[src/rtl/datapath_if.sv]
// Controller <-> datapath bus: instruction fields and operands in, status and result out.
interface datapath_if #(
  parameter int width = 8
);
  logic [width-1:0] N_IN;
  logic [2:0]       opcode;
  logic [1:0]       operand1;
  logic [1:0]       operand2;
  logic             DONE;
  logic             ZERO_FLAG;
  logic [width-1:0] RESULT;
  logic             RESULT_VALID;
  logic             OVERFLOW;

  modport master (
    output N_IN, opcode, operand1, operand2, DONE,
    input  ZERO_FLAG, RESULT, RESULT_VALID, OVERFLOW
  );

  modport slave (
    input  N_IN, opcode, operand1, operand2, DONE,
    output ZERO_FLAG, RESULT, RESULT_VALID, OVERFLOW
  );
endinterface

[src/rtl/datapath.sv]
// Four-register datapath executing 3-bit controller instructions, with zero test,
// sticky ADD overflow and a one-shot result capture of R1 on DONE.
module datapath #(
  parameter int width = 8
) (
  input  logic       CLK,
  input  logic       RST,
  datapath_if.slave  bus
);

  typedef enum logic [2:0] {
    OP_NOP   = 3'b000,
    OP_LDI1  = 3'b001,
    OP_RSVD  = 3'b010,
    OP_DEC   = 3'b011,
    OP_LOADN = 3'b100,
    OP_TEST  = 3'b101,
    OP_ADD   = 3'b110,
    OP_MOV   = 3'b111
  } op_e;

  op_e              op;
  logic [width-1:0] regs [4];
  logic [width-1:0] rd1;
  logic [width-1:0] rd2;
  logic [width-1:0] wr_data;
  logic             wr_en;
  logic [width:0]   sum;
  logic             zf_q;
  logic             ovf_q;
  logic             valid_q;
  logic [width-1:0] result_q;

  // Unsigned add with the carry-out kept as the extra top bit.
  function automatic logic [width:0] add_carry(input logic [width-1:0] a,
                                               input logic [width-1:0] b);
    return {1'b0, a} + {1'b0, b};
  endfunction

  assign op  = op_e'(bus.opcode);
  assign rd1 = regs[bus.operand1];
  assign rd2 = regs[bus.operand2];
  assign sum = add_carry(rd1, rd2);

  always_comb begin
    wr_en   = 1'b0;
    wr_data = rd1;
    unique case (op)
      OP_LDI1:  begin wr_en = 1'b1; wr_data = {{(width-1){1'b0}}, 1'b1}; end
      OP_DEC:   begin wr_en = 1'b1; wr_data = rd1 - {{(width-1){1'b0}}, 1'b1}; end
      OP_LOADN: begin wr_en = 1'b1; wr_data = bus.N_IN; end
      OP_ADD:   begin wr_en = 1'b1; wr_data = sum[width-1:0]; end
      OP_MOV:   begin wr_en = 1'b1; wr_data = rd2; end
      OP_NOP, OP_RSVD, OP_TEST: begin wr_en = 1'b0; wr_data = rd1; end
    endcase
  end

  always_ff @(posedge CLK or posedge RST) begin
    if (RST) begin
      for (int i = 0; i < 4; i++) regs[i] <= '0;
      zf_q     <= 1'b0;
      ovf_q    <= 1'b0;
      valid_q  <= 1'b0;
      result_q <= '0;
    end else begin
      if (wr_en) regs[bus.operand1] <= wr_data;
      if (op == OP_TEST) zf_q <= (rd1 == '0);
      if (op == OP_LOADN)     ovf_q <= 1'b0;
      else if (op == OP_ADD)  ovf_q <= ovf_q | sum[width];
      // Capture sees pre-edge R1; a LOADN on the same edge re-arms capture.
      if (bus.DONE && !valid_q) begin
        result_q <= regs[1];
        valid_q  <= 1'b1;
      end
      if (op == OP_LOADN) valid_q <= 1'b0;
    end
  end

  assign bus.ZERO_FLAG    = (op == OP_TEST) ? (rd1 == '0) : zf_q;
  assign bus.RESULT       = result_q;
  assign bus.RESULT_VALID = valid_q;
  assign bus.OVERFLOW     = ovf_q;

endmodule

[src/flat_wrapper.sv]
// flat-port wrapper written by rule: the top's interface ports become plain ports
module datapath_flat 
#(
  parameter int width = 8
)
  (CLK, RST, bus_N_IN, bus_opcode, bus_operand1, bus_operand2, bus_DONE, bus_ZERO_FLAG, bus_RESULT, bus_RESULT_VALID, bus_OVERFLOW);
  datapath_if #(.width(width)) bus_i ();
  input  logic CLK;
  input  logic RST;
  input wire logic [$bits(bus_i.N_IN)-1:0] bus_N_IN;
  input wire logic [$bits(bus_i.opcode)-1:0] bus_opcode;
  input wire logic [$bits(bus_i.operand1)-1:0] bus_operand1;
  input wire logic [$bits(bus_i.operand2)-1:0] bus_operand2;
  input wire logic [$bits(bus_i.DONE)-1:0] bus_DONE;
  output wire logic [$bits(bus_i.ZERO_FLAG)-1:0] bus_ZERO_FLAG;
  output wire logic [$bits(bus_i.RESULT)-1:0] bus_RESULT;
  output wire logic [$bits(bus_i.RESULT_VALID)-1:0] bus_RESULT_VALID;
  output wire logic [$bits(bus_i.OVERFLOW)-1:0] bus_OVERFLOW;
  assign bus_i.N_IN = bus_N_IN;
  assign bus_i.opcode = bus_opcode;
  assign bus_i.operand1 = bus_operand1;
  assign bus_i.operand2 = bus_operand2;
  assign bus_i.DONE = bus_DONE;
  assign bus_ZERO_FLAG = bus_i.ZERO_FLAG;
  assign bus_RESULT = bus_i.RESULT;
  assign bus_RESULT_VALID = bus_i.RESULT_VALID;
  assign bus_OVERFLOW = bus_i.OVERFLOW;
  datapath #(.width(width)) u_core (.CLK(CLK), .RST(RST), .bus(bus_i));
endmodule
[config.mk]
export PLATFORM = sky130hd
export DESIGN_NAME = datapath_flat
export DESIGN_NICKNAME = d
export VERILOG_FILES = /design/src/rtl/datapath_if.sv /design/src/rtl/datapath.sv /design/src/flat_wrapper.sv
export SDC_FILE = /design/constraint.sdc
export NUM_CORES = 1
export LEC_CHECK = 0
export BUFFER_PORTS_ARGS = -buffer_cell sky130_fd_sc_hd__buf_4
export CAP_MARGIN = 10
export CORE_MARGIN = 3
export CORE_UTILIZATION = 45
export CTS_CLUSTER_SIZE = 16
export DETAILED_ROUTE_END_ITERATION = 10
export PLACE_DENSITY_LB_ADDON = 0.08
export SLEW_MARGIN = 10
export SYNTH_ARGS = -nofsm -noshare
export SYNTH_HDL_FRONTEND = slang
export SYNTH_SLANG_ARGS = --single-unit
[constraint.sdc]
create_clock -name CLK -period 2.53 [get_ports CLK]
set_input_delay 0.506 -clock CLK [delete_from_list [all_inputs] [get_ports CLK]]
set_output_delay 0.506 -clock CLK [all_outputs]
set_load 0.02 [all_outputs]
==> flow_summary_export.csv, run 1 <==
group,metric,value,unit
layout,n_fill_cell,475,
layout,register_area,1080,um2
routing,num_vias,2268,
logic_synthesis,synth_area_leaders,"dfrtp_1 (38%), mux2_2 (16%), mux4_2 (14%)",
sta,fin_hold_ws,0.338,ns
sta,post-route-min-period,2.77,ns
routing,drc,0,
grt,grt_pass1_wl,12.1,mm
power_and_ir_drop,p_leak,1.70,nW
layout,multi_input_area,1910,um2
routing,wl_met1,3.38,mm
logic_synthesis,ys_seq_area_frac,0.384,
status,violations,"setup timing",
logic_synthesis,syn_nets,257,
layout,drive_gt1_frac,0.586,
grt,grt_max_degree,44,
logic_synthesis,post_synth_num_cell_types,45,
power_and_ir_drop,p_sw,1.75,mW
layout,antennaDiodeCount,0,
logic_synthesis,ys_top_cells_by_count,"dfrtp_1 (43), mux2_2 (41), mux4_2 (18)",
routing,first_pass_iters,4,
place,placement.cell_area,3480,um2
logic_synthesis,yosys_warnings,0,
routing,wl_met2,3.62,mm
sta,setup_viol,17,
die,die_x,84.9,um
logic_synthesis,yosysMostFrequentCell,"dfrtp_1",
routing,avgViaCountPerCell,5.91,
setup_path,critical-path-max-stage-delay,0.52,ns
logic_synthesis,yosysTopAreaCell,"dfrtp_1",
logic_synthesis,synth_ff_type,"dfrtp_1",
routing,wl_met3,281,um
power_and_ir_drop,power_density,1170,nW/um2
power_and_ir_drop,pwr-share-clk,0.105,
cts,clock_sinks,43,
power_and_ir_drop,p_sw_frac,0.388,
sta,setup_slack,-0.237,ns
sta,clock_skew,0.00576,ns
grt,antenna_found_initial,0,
routing,wirelength,7.41,mm
cts,cts_hold_buf,0,
grt,grt_use_total,0.212,
logic_synthesis,synthCells,229,
setup_path,critPathSlowestCell,"mux4_2",
logic_synthesis,syn_area_per_cell,12.2,um2
place,hpwl,5.42,mm
power_and_ir_drop,peakVddDrop,591,uV
logic_synthesis,ys_ff_latch,43,
sta,fmax,361,MHz
setup_path,worst-r2r-cell-count,9,
grt,grt_pass1_vias,2301,
routing,ant_nets,0,
logic_synthesis,synth_area,2800,um2
logic_synthesis,synthArstFlopShare,1.00,
die,dieArea,7210,um2
setup_path,cp.required,2.71,ns
logic_synthesis,synth_edf_count,0,
layout,flow.area_growth_from_synthesis,37.3,%
setup_path,worstPathArrival,2.95,ns
sta,max_slew_margin,0.201,
grt,grt_overflow_total,0,
setup_path,crit_chain,"mux4_2 > buf_6 > fa_2 > buf_6 > xor2_1 > mux4_2 > inv_2 > a21oi_4 > mux2_4",
cts,cts_tree,"built",
power_and_ir_drop,power_frac_comb,0.629,
routing,top_layer_used,"met4",
setup_path,start_kind,"flop",
place,routabilityCongestion,0.859,
setup_path,rr_startpoint,"u_core.regs[1]",
min_path,min_path_type,"primary input to async pin",
place,placed_cells,364,
logic_synthesis,synth_top_area_share,0.384,
sta,fin_crit_sh,1.09,
cts,clk_latency,0.30,ns
cts,h-tree-depth,2,
routing,drt_iter0_drc,73,
power_and_ir_drop,seqPwrFrac,0.266,
status,status,"finished, violations left",
cts,clockBufferDepth,2,
setup_path,worstSetupPathType,"flop to flop",
die,num_io_pins,29,
layout,postLayoutCellArea,3850,um2
cts,clkTransAtPathRegs,0.08,ns
place,io_buffers,28,
die,start_util,0.468,
power_and_ir_drop,p_int,2.77,mW
sta,tightest_slew,1.19,ns
run,max_cap_violations,0,
setup_path,end_kind,"flop",
setup_path,reg2reg_slack,-0.24,ns
die,coreArea,5990,um2
sta,hold_viol,0,
sta,slew_violations,0,
sta,rsz0062_at_grt,"yes",
cts,numCtsBuffers,5,
layout,layout.cells.non_filler,384,
setup_path,cp_max_fo,4,
routing,post_drt_wl_per_cell,19.3,um
setup_path,r2r-end,"u_core.regs[26]",
die,rows,28,
die,die_h,84.9,um
layout,layout.nets,336,
cts,root_buffer,"clkbuf_8",
-- flip-flops by register name, summed over array words and instances, names as in the netlist --
signal and count:
u_core.bus.OVERFLOW 1, u_core.bus.RESULT 8, u_core.bus.RESULT_VALID 1, u_core.regs 32, u_core.zf_q 1
-- repair_timing --
action	in CTS	in global routing
buffers inserted	8	4
pin swaps	3	9
endpoints found under the setup margin	22	30
resized for setup	14	25
-- metal layers --
layer  global-route usage  up-vias
li1                     -     1032
met1                0.304     1175
met2                0.339       52
met3               0.0272        9
met4               0.0633        0
met5                    0        -
-- how the worst max path moves through the flow --
stage / from / to / slack, ns
after global placement: bus_operand1[0] / u_core.regs[10] / -0.47
after floorplan: bus_operand1[0] / u_core.regs[10] / -0.32
after detailed placement: bus_operand1[0] / u_core.regs[26] / -0.52
after CTS: u_core.regs[8] / u_core.regs[26] / -0.22
after global routing: u_core.regs[8] / bus_ZERO_FLAG / -0.30
final: u_core.regs[1] / u_core.regs[26] / -0.24
-- per-stage QoR --
step / TNS (ns) / power, mW / setup slack, ns / utilization
2_1_floorplan: -3.84 / 2.80 / -0.318 / -
3_3_place_gp: -10.69 / 3.57 / -0.468 / 0.581
3_5_place_dp: -10.93 / 3.61 / -0.521 / 0.581
4_1_cts: -2.26 / 4.24 / -0.216 / 0.617
5_1_grt: -3.27 / 4.82 / -0.299 / 0.642
6_report: -1.76 / 4.52 / -0.237 / 0.642
-- power groups by stage --
| stage | logic (mW) | registers, mW | clock network, mW |
|---|---|---|---|
| 5_1_grt | 3.07 | 1.24 | 0.510 |
| 3_3_place_gp | 2.37 | 1.20 | 0 |
| 2_1_floorplan | 1.58 | 1.22 | 0 |
| 4_1_cts | 2.56 | 1.20 | 0.489 |
| 3_5_place_dp | 2.39 | 1.21 | 0 |
| 6_report | 2.84 | 1.20 | 0.474 |
-- logic make-up after synthesis --
| family | Yosys count | share of synthesized area |
|---|---|---|
| AND/OR/NAND/NOR | 52 | 0.107 |
| multiplexers | 65 | 0.331 |
| flip-flops | 43 | 0.384 |
| AO/OA/AOI/OAI | 34 | 0.0768 |
| XOR/XNOR | 9 | 0.0281 |
| adder cells (fa/ha/maj) | 10 | 0.0473 |
| buffers and inverters | 16 | 0.0259 |
-- critical path: cells and delay by family (launching register included) --
| family | cells | cell delay, ns |
|---|---|---|
| buffers and inverters | 3 | 0.38 |
| muxes | 3 | 1.27 |
| adders and majority gates | 1 | 0.40 |
| DFF | 1 | 0.41 |
| AOI/OAI and AO/OA | 1 | 0.07 |
| xor gates and xnor gates | 1 | 0.13 |
-- area by class of cell --
| cell class | count | share of cell area |
|---|---|---|
| Tap cell | 75 | 0.0244 |
| Timing Repair Buffer | 82 | 0.169 |
| Inverter | 6 | 0.00585 |
| Sequential cell | 43 | 0.280 |
| Clock inverter | 2 | 0.00423 |
| Multi-Input combinational cell | 170 | 0.496 |
| Clock buffer | 6 | 0.0215 |
-- cells in the final DEF (no fill, tap or decap), drive strengths merged, types with 2 or more instances in the layout --
cell type / instances
a211oi: 2
nand2b: 3
a21oi: 12
o21ai: 8
nor3: 2
ha: 9
nor2: 11
mux2i: 6
inv: 6
mux4: 18
o211ai: 2
buf: 82
xor2: 5
mux2: 41
dfrtp: 43
and3: 4
xnor2: 4
nand3: 5
a221oi: 4
nor2b: 4
nand2: 12
nor4: 3
clkbuf: 6
No activity file was read; power rests on OpenSTA's default activity.
==> run 2, diff against run 1 <==
- SETUP_SLACK_MARGIN: not set -> 0.5
==> run 2 against run 1 <==
Compared with the run above: the flow still finishes with violations (setup timing); critical path depth fell by 2; die area unchanged; combinational power grew 20%; clock power is essentially flat; cell count is 4.7% higher; hold slack worse by 0.13 ns; wire length is 8.1% higher; critical endpoint is now bus_ZERO_FLAG; largest power group unchanged; sequential share of layout area is 2.2 points lower; highest routed layer unchanged; first-iteration DRC count up 37%; via count increased by 1.0%.
==> flow_summary_export.csv, run 2 (synthesis results as in run 1) <==
group,metric,value,unit
status,status,"finished, violations left",
status,violations,"setup timing",
routing,avgViaCountPerCell,5.70,
layout,largest_register,"u_core.regs",
layout,drive_gt1_frac,0.627,
routing,drt_iter0_drc,100,
layout,n_fill_cell,440,
sta,slew_violations,0,
run,max_cap_violations,0,
routing,wirelength,8.01,mm
sta,fin_tns_setup,-2.37,ns
cts,clockBufferDepth,2,
sta,setup_viol,24,
sta,clock_skew,0.00688,ns
die,die_h,84.9,um
setup_path,cp.required,2.02,ns
routing,num_vias,2291,
sta,tightest_slew,0.824,ns
setup_path,worstPathArrival,2.25,ns
cts,clock_sinks,43,
place,routabilityCongestion,0.856,
min_path,min_path_type,"primary input to async pin",
setup_path,r2r-end,"u_core.regs[10]",
cts,h-tree-depth,2,
grt,grt_overflow_total,0,
place,hpwl,5.79,mm
setup_path,worstSetupPathType,"primary input to output port",
cts,cts_tree,"built",
layout,largest_register_ffs,32,
place,io_buffers,28,
sta,fin_hold_ws,0.211,ns
sta,post-route-min-period,2.75,ns
setup_path,start_kind,"primary input",
sta,fmax,363,MHz
grt,antenna_found_initial,0,
die,start_util,0.468,
sta,hold_viol,0,
sta,rsz0062_at_grt,"yes",
grt,grt_use_total,0.222,
setup_path,end_kind,"output port",
layout,final_common_cell,"buf_4",
grt,grt_pass1_wl,12.5,mm
layout,utilization,0.696,
die,coreArea,5990,um2
routing,ant_nets,0,
place,dp_slack,-0.422,ns
power_and_ir_drop,peakVddDrop,776,uV
sta,max_slew_margin,0.446,
die,rows,28,
routing,drc,0,
power_and_ir_drop,p_leak,1.89,nW
layout,flow.area_growth_from_synthesis,48.9,%
sta,setup_slack,-0.225,ns
setup_path,reg2reg_slack,-0.17,ns
layout,layout_common_cells,"buf_4 (84), dfrtp_1 (43), mux2_4 (28), mux4_2 (18)",
setup_path,worst-r2r-cell-count,8,
setup_path,cp_max_fo,5,
grt,grt_pass1_vias,2333,
cts,root_buffer,"clkbuf_8",
cts,clkTransAtPathRegs,0.08,ns
setup_path,crit_end,"bus_ZERO_FLAG",
power_and_ir_drop,power_density,1220,nW/um2
cts,clk_latency,0.30,ns
routing,post_drt_wl_per_cell,19.9,um
setup_path,crit_start,"bus_operand1[0]",
layout,layout.nets,354,
die,die_x,84.9,um
layout,antennaDiodeCount,0,
die,num_io_pins,29,
die,dieArea,7210,um2
grt,grt_max_degree,20,
sta,fin_crit_sh,1.09,
cts,cts_hold_buf,0,
cts,numCtsBuffers,5,
routing,first_pass_iters,4,
setup_path,rr_startpoint,"u_core.regs[24]",
-- run 2: area by class of cell --
| class | instances | area (um2) | area share |
|---|---|---|---|
| multi-input cells | 170 | 2050 | 0.492 |
| flip-flops and latches | 43 | 1080 | 0.258 |
| repair buffers | 100 | 827 | 0.198 |
| well taps | 75 | 93.8 | 0.0225 |
| clock buffers | 6 | 82.6 | 0.0198 |
| inverters | 6 | 22.5 | 0.00540 |
| clock inverters | 2 | 16.3 | 0.00390 |
-- run 2: critical path, stage by stage --
cell    delay (ns)
buf_12        0.10
buf_8         0.10
mux4_2        0.53
or4_4         0.60
nor3_4        0.13
mux2_4        0.17
buf_6         0.11
-- run 2: per-layer routing --
metal | wire length (um) | GRT usage | part of all wire | vias up
met3 | 345 | 0.0369 | 0.043 | 10
li1 | - | - | - | 1063
met1 | 3670 | 0.321 | 0.46 | 1159
met4 | 106 | 0.0374 | 0.013 | 0
met5 | 0 | 0 | 0 | -
met2 | 3900 | 0.362 | 0.49 | 59
-- run 2: how the worst min path moves through the flow --
| stage | from | to | slack (ns) | cells after the start |
|---|---|---|---|---|
| finish | RST | u_core.bus.RESULT[2] | 0.21 | 2 |
| global route | RST | u_core.regs[16] | 0.24 | 2 |
| CTS | RST | u_core.bus.RESULT[4] | 0.22 | 2 |
| detailed placement | u_core.zf_q | u_core.zf_q | 0.49 | 1 |
| global placement | u_core.zf_q | u_core.zf_q | 0.48 | 1 |
| floorplan | u_core.regs[1] | u_core.regs[1] | 0.49 | 1 |
-- run 2: what timing repair did --
item | CTS | global route
endpoints found under the hold margin | 0 | 0
cloned | 0 | 0
setup endpoints to repair | 35 | 35
gates resized for setup | 41 | 36
setup buffers | 9 | 16
pin swaps | 11 | 22
-- run 2: power breakdown --
group          switching [mW]  total, mW  internal, mW
Sequential              0.217       1.20         0.988
Combinational            1.52       3.42          1.90
Clock                   0.251      0.474         0.223
Total                    1.99       5.10          3.11
-- run 2: metrics by stage --
step / area [um2] / cells / total power [mW]
after floorplan: 2950 / 229 / 2.82
after global routing: 4170 / 402 / 5.40
after global placement: 3530 / 369 / 3.62
after detailed placement: 3530 / 369 / 3.68
final: 4170 / 402 / 5.10
after CTS: 3870 / 386 / 4.51
==> run 3, diff against run 2 <==
- BUFFER_PORTS_ARGS: -buffer_cell sky130_fd_sc_hd__buf_4 -> not set
- CORE_ASPECT_RATIO: not set -> 1.1
- CORE_MARGIN: 3 -> 2
- DONT_BUFFER_PORTS: not set -> 1
==> run 3 against run 2 <==
Compared with the run above: the run still ends with setup timing left; cell area down 13%; die area shrank 4.6%; clock power is 6.3% lower; maximum frequency is 1.2% lower; core utilization down 10 points; critical path type is now flop to output port; clock skew rose by 0.0048 ns; hold slack better by 0.070 ns; global-route usage increased by 2.3 points; power shrank 8.6%.
==> flow_summary_export.csv, run 3 (synthesis results as in run 1) <==
group,metric,value,unit
die,rows,30,
sta,setup_slack,-0.260,ns
routing,wirelength,7.80,mm
cts,h-tree-depth,2,
grt,grt_pass1_wl,12.6,mm
layout,final_common_cell,"dfrtp_1",
setup_path,worstPathArrival,2.28,ns
cts,cts_tree,"built",
die,coreArea,6080,um2
sta,hold_viol,0,
cts,clk_latency,0.30,ns
layout,antennaDiodeCount,0,
power_and_ir_drop,peakVddDrop,543,uV
layout,n_fill_cell,509,
die,die_x,79.2,um
place,routabilityCongestion,0.860,
sta,setup_viol,21,
layout,register_area,1080,um2
power_and_ir_drop,finalPower,4.66,mW
routing,ant_nets,0,
grt,grt_use_total,0.245,
grt,antenna_found_initial,0,
setup_path,worstSetupPathType,"flop to output port",
layout,multi_input_area,2010,um2
layout,utilization,0.595,
sta,fin_crit_sh,1.10,
die,dieArea,6870,um2
cts,clkTransAtPathRegs,0.09,ns
setup_path,worst-r2r-cell-count,9,
grt,grt_max_degree,44,
layout,largest_register,"u_core.regs",
sta,post-route-min-period,2.79,ns
die,num_io_pins,29,
layout,postLayoutCellArea,3620,um2
die,start_util,0.461,
sta,clock_skew,0.0117,ns
setup_path,reg2reg_slack,-0.23,ns
run,max_cap_violations,0,
routing,post_drt_wl_per_cell,22.5,um
layout,drive_gt1_frac,0.545,
routing,drt_iter0_drc,100,
place,io_buffers,0,
min_path,min_path_type,"primary input to async pin",
setup_path,rr_startpoint,"u_core.regs[0]",
cts,clockBufferDepth,2,
setup_path,start_kind,"flop",
status,status,"finished, violations left",
cts,numCtsBuffers,5,
setup_path,end_kind,"output port",
setup_path,r2r-end,"u_core.regs[10]",
power_and_ir_drop,power_density,1290,nW/um2
sta,max_slew_margin,0.401,
sta,tightest_slew,0.897,ns
layout,flow.area_growth_from_synthesis,29.1,%
power_and_ir_drop,p_leak,1.56,nW
grt,grt_pass1_vias,2387,
cts,clock_sinks,43,
routing,drc,0,
sta,fmax,358,MHz
status,violations,"setup timing",
routing,avgViaCountPerCell,6.28,
grt,grt_overflow_total,0,
layout,largest_register_ffs,32,
routing,first_pass_iters,4,
place,dp_slack,-0.227,ns
place,hpwl,5.51,mm
cts,root_buffer,"clkbuf_8",
layout,layout.nets,293,
place,placement.cell_area,3170,um2
sta,rsz0062_at_grt,"yes",
routing,num_vias,2173,
sta,slew_violations,0,
die,die_h,86.8,um
layout,layout_common_cells,"dfrtp_1 (43), buf_4 (33), mux2_4 (25), mux4_2 (18), mux2_2 (16)",
setup_path,cp.required,2.02,ns
setup_path,cp_max_fo,3,
cts,cts_hold_buf,0,
[run 3: changes by cell type in the layout (fill, tap and decap cells not counted), sizes merged]
| cell | change |
|---|---|
| clkbuf | -1 |
| buf | -61 |
| clkinvlp | +1 |
| clkinv | -1 |
| inv | +1 |
[run 3: worst max path at each step]
stage	startpoint	to	cells after the start
global placement	bus_operand1[0]	u_core.regs[10]	8
detailed placement	bus_operand1[0]	u_core.regs[30]	9
global route	u_core.regs[12]	bus_ZERO_FLAG	5
floorplan	bus_operand1[0]	u_core.regs[26]	9
CTS	u_core.regs[12]	bus_ZERO_FLAG	5
finish	u_core.regs[12]	bus_ZERO_FLAG	5
[run 3: routing by layer]
metal  wire (um)  up-vias  track usage
met5           0        -            0
met1        3280     1108        0.312
met4         377        0        0.130
met2        3780       88        0.395
li1            -      941            -
met3         368       36       0.0510
[run 3: repair_timing]
| item | 4_1_cts | 5_1_grt |
|---|---|---|
| buffers inserted | 8 | 5 |
| setup endpoints to repair | 31 | 35 |
| pin swaps | 11 | 17 |
| gates cloned | 0 | 0 |
| gates resized for setup | 44 | 10 |
[run 3: layout make-up]
class / count / share of cell area
Clock inverter: 3 / 0.00553
Clock buffer: 5 / 0.0190
Sequential cell: 43 / 0.297
Timing Repair Buffer: 39 / 0.0872
Inverter: 6 / 0.00623
Multi-Input combinational cell: 170 / 0.557
Tap cell: 80 / 0.0277
[run 3: worst max-delay path, cell delays in order, from the launching register on]
cell and delay [ns]:
dfrtp_1 0.40, mux4_2 0.52, buf_6 0.15, or4_4 0.54
nor3_4 0.16, mux2_4 0.22
[run 3: metrics by stage]
stage | TNS, ns | std cells | hold slack (ns)
final | -2.43 | 346 | 0.281
after CTS | -2.91 | 341 | 0.309
after global routing | -4.43 | 346 | 0.331
after global placement | -2.97 | 325 | 0.501
after floorplan | -3.84 | 229 | 0.491
after detailed placement | -4.67 | 325 | 0.519
[run 3: power breakdown]
group,switching [mW],total (mW),internal (mW)
logic,1.31,2.91,1.60
clock network,0.251,0.444,0.192
registers,0.321,1.31,0.987
total,1.88,4.66,2.78
